`src/rtl/delay_timer_bank.sv`:
```
// Bank of independent down-counting delay timers with registered flags, runtime load,
// one-shot/periodic mode, global pause and an all-done indicator.
module delay_timer_bank #(
  parameter int CHANNELS      = 4,
  parameter int CNT_W         = 8,
  parameter int DEFAULT_DELAY = 8
) (
  input  logic                      clk,
  input  logic                      reset,
  input  logic [CHANNELS-1:0]       cfg_load,
  input  logic [CHANNELS*CNT_W-1:0] cfg_delay,
  input  logic [CHANNELS-1:0]       cfg_periodic,
  input  logic                      pause,
  output logic [CHANNELS-1:0]       d,
  output logic                      done_all
);

  localparam logic [CNT_W-1:0] DEF_DELAY = CNT_W'(DEFAULT_DELAY);
  localparam logic [CNT_W-1:0] ONE       = CNT_W'(1);

  logic [CNT_W-1:0]    cnt    [CHANNELS];
  logic [CNT_W-1:0]    reload [CHANNELS];
  logic [CHANNELS-1:0] periodic;
  logic [CHANNELS-1:0] running;
  logic [CHANNELS-1:0] done;

  // NOTE: all state here is sequential and uses non-blocking assignments, so every
  // channel sees the pre-edge value of its own counter regardless of loop order.
  always_ff @(posedge clk) begin
    for (int i = 0; i < CHANNELS; i++) begin
      if (reset) begin
        cnt[i]      <= DEF_DELAY;
        reload[i]   <= DEF_DELAY;
        periodic[i] <= 1'b0;
        running[i]  <= (DEF_DELAY != '0);
        done[i]     <= (DEF_DELAY == '0);
        d[i]        <= 1'b0;
      end else if (cfg_load[i]) begin
        cnt[i]      <= cfg_delay[i*CNT_W +: CNT_W];
        reload[i]   <= cfg_delay[i*CNT_W +: CNT_W];
        periodic[i] <= cfg_periodic[i];
        running[i]  <= (cfg_delay[i*CNT_W +: CNT_W] != '0);
        done[i]     <= (cfg_delay[i*CNT_W +: CNT_W] == '0);
        d[i]        <= 1'b0;
      end else if (!pause && running[i]) begin
        if (cnt[i] > ONE) begin
          cnt[i] <= cnt[i] - ONE;
          // A periodic pulse lasts one counting cycle; one-shot d is sticky.
          if (periodic[i]) d[i] <= 1'b0;
        end else begin
          d[i]    <= 1'b1;
          done[i] <= 1'b1;
          if (periodic[i]) cnt[i] <= reload[i];
          else             running[i] <= 1'b0;
        end
      end
    end
  end

  assign done_all = &done;

endmodule

```
`config.mk`:
```
export PLATFORM = sky130hd
export DESIGN_NAME = delay_timer_bank
export DESIGN_NICKNAME = d
export VERILOG_FILES = /design/src/rtl/delay_timer_bank.sv
export SDC_FILE = /design/constraint.sdc
export NUM_CORES = 1
export LEC_CHECK = 0
export ABC_AREA = 0
export BUFFER_PORTS_ARGS = -buffer_cell sky130_fd_sc_hd__buf_2
export CAP_MARGIN = 30
export CORE_MARGIN = 2
export CORE_UTILIZATION = 55
export DETAILED_ROUTE_END_ITERATION = 8
export PLACE_DENSITY = 0.76
export SLEW_MARGIN = 20
export SYNTH_ARGS = -nofsm -noshare
export SYNTH_HDL_FRONTEND = slang
export SYNTH_SLANG_ARGS = --single-unit
```
`constraint.sdc`:
```
create_clock -name clk -period 7 [get_ports clk]
set_input_delay 0.7 -clock clk [delete_from_list [all_inputs] [get_ports clk]]
set_output_delay 0.7 -clock clk [all_outputs]
set_load 0.01 [all_outputs]
```
==> impl_metrics.csv <==
group,metric,value,unit
setup_path,worstPathArrival,2.52,ns
final_layout,fillerInstances,624,
timing,fin_ws,4.49,ns
setup_path,endpoint_kind,"flop",
power,vdd_drop_max,0.124,mV
final_layout,num-nets-final,472,
grt,grt_pass1_vias,2963,
die,core,7690,um2
timing,min_period,2.51,ns
clocking,cts_setup_buffers,0,
grt,antenna_found_initial,0,
synth,synth_edf_count,64,
timing,tightest_slew,0.716,ns
timing,rsz0062_at_grt,"false",
timing,fmax,398,MHz
final_layout,layout_common_cells,"edfxtp_1 (64), buf_2 (47), nor2_1 (27), and2_1 (26), inv_1 (21)",
clocking,worstSkewPairLatency,0.34,ns
routing,drc_errors,0,
timing,slew_viol_final,0,
clocking,cts_root_buf,"clkbuf_8",
final_layout,layout-drive-gt1-share,20.9,%
die,start_util,56.3,%
setup_path,start_kind,"flop",
die,rows,32,
timing,timing.final.crit_share,35.9,%
synth,synth_flop_cell,"edfxtp_1",
status,status,"finished clean",
synth,synthCells,370,
timing,fin_tns_setup,0,ns
final_layout,area_growth,11.4,%
routing,drt_iter0_drc,130,
routing,wire_per_inst,14.9,um
die,dieWidth,92.7,um
final_layout,final_common_cell,"edfxtp_1",
placement,port_buffers,47,
placement,hpwl,6.05,mm
routing,ant_nets,0,
die,die-area,8600,um2
timing,finalSetupViolCount,0,
timing,clock_skew,0.00393,ns
hold_path,min-delay-path-class,"flop to flop",
clocking,cts.sinks,80,
synth,syn_area,4330,um2
final_layout,diodes,0,
timing,relSlewSlack,52.2,%
clocking,ctsHoldBuffers,0,
routing,via_count,2955,
setup_path,path_buf_inv,0,
clocking,cts_tree,"built",
grt,gr-usage-all-layers,20.6,%
grt,grt_pass1_wl,14.0,mm
synth,yosys_warnings,0,
routing,routed_via_density,5.60,
setup_path,max_stage_delay,0.62,ns
clocking,cts_max_level,3,
synth,synth.avg_cell_area,11.7,um2
clocking,clockBufferDepth,2,
setup_path,crit_type,"flop to flop",
power,leakage,1.95,nW
die,die_h,92.7,um
clocking,clk_pin_slew,0.07,ns
routing,drt_pass1_iterations,4,
setup_path,worstPathMaxFanout,9,
synth,synth.distinct_cells,59,
run,maxCapViolations,0,
timing,hold_viol,0,
setup_path,path_cells,"or4_4 > nor4_4 > and3_1 > or3b_1",
setup_path,cp_top_family,"simple AND/OR/NAND/NOR gates",
synth,async_flop_share,0,%
placement,gp_congestion,0.807,
routing,finalWirelength,7.88,mm
setup_path,cpMaxStageDelayCell,"or4_4",
placement,place_ws,4.30,ns
die,io_pins,48,
clocking,numCtsBuffers,9,
setup_path,cp.required,7.01,ns
synth,yosysSeqAreaShare,51.8,%
clocking,ctsResizeCount,0,
synth,syn_nets,421,
power,powerDensity,215,nW/um2
final_layout,post-route-util,62.8,%
grt,grt.overflow.total,0,
grt,grt_start_max_net_pins,22,
synth,synth_seq_cells,80,
[area by class of cell]
class | count | area, um2 | share of cell area (%)
clock inverters | 5 | 47.5 | 0.985
multi-input cells | 262 | 1960 | 40.7
flip-flops and latches | 80 | 2240 | 46.5
well taps | 102 | 128 | 2.65
clock buffers | 11 | 131 | 2.72
inverters | 21 | 78.8 | 1.63
repair buffers | 47 | 235 | 4.88
[Yosys cell counts (all sizes together) (3+ instances only)]
library cell,number,area [um2]
o31a,3,26.3
dfxtp,16,320
o31ai,5,42.5
mux2i,9,90.1
or3,6,37.5
nor3b,5,37.5
nor2b,8,50.1
nor4,15,115
or2,6,37.5
inv,21,78.8
a211o,14,123
o41ai,5,100
mux2,9,116
a22oi,3,22.5
buf,5,40.0
o21bai,13,97.6
nor3,7,35.0
edfxtp,64,1920
xnor2,10,87.6
and3,3,18.8
or4,8,71.3
o21ai,11,55.1
nand2,15,56.3
nor4b,4,47.6
ha,8,100
nand2b,11,68.8
and2,26,163
a21oi,9,45.0
nor2,28,121
[report_power, final]
| part | leakage, nW | total, mW | switching [mW] | internal (mW) |
|---|---|---|---|---|
| clock network | 0.0922 | 0.315 | 0.153 | 0.162 |
| registers | 0.819 | 0.585 | 0.0301 | 0.555 |
| logic | 1.03 | 0.135 | 0.0740 | 0.0614 |
[routing by layer]
layer	global-route usage (%)	vias to the layer above	routed length [um]
met1	28.1	1384	3700
met4	7.72	0	120
met3	2.77	12	251
met2	33.7	55	3800
met5	0	-	0
li1	-	1504	-
[final timing paths]
check                               start  slack [ns]  cells after the start                      end
hold reg to reg      done[0]$_SDFFE_PP0P_        0.48                      1     done[0]$_SDFFE_PP0P_
hold / removal       done[0]$_SDFFE_PP0P_        0.48                      1     done[0]$_SDFFE_PP0P_
setup reg to reg  cnt[2][4]$_SDFFCE_PN0P_        4.49                      4  cnt[2][5]$_SDFFCE_PN0P_
setup / recovery  cnt[2][4]$_SDFFCE_PN0P_        4.49                      4  cnt[2][5]$_SDFFCE_PN0P_
[flip-flops by register name, indices dropped and copies added, names as in the netlist]
register  flops
cnt          32
d             4
reload       32
periodic      4
running       4
done          4
[kinds of logic (layout without fill, tap and decap cells)]
| kind of cell | after synthesis | in the layout | synth area share, % |
|---|---|---|---|
| AOI/OAI and AO/OA | 75 | 75 | 14.5 |
| buffers and inverters | 28 | 84 | 2.92 |
| and+or+nand+nor | 149 | 149 | 21.3 |
| DFF | 80 | 80 | 51.8 |
| adders and majority gates | 8 | 8 | 2.31 |
| xor gates and xnor gates | 12 | 12 | 2.43 |
| muxes | 18 | 18 | 4.77 |
[through the flow]
stage / cells / instance area [um2] / hold WS [ns] / power [mW]
after floorplan: 370 / 4330 / 0.442 / 0.685
after global placement: 512 / 4650 / 0.463 / 0.724
after detailed placement: 512 / 4650 / 0.462 / 0.730
after CTS: 528 / 4820 / 0.484 / 1.04
after global routing: 528 / 4820 / 0.516 / 1.08
final: 528 / 4820 / 0.482 / 1.03
No activity file was read; power rests on OpenSTA's default activity.
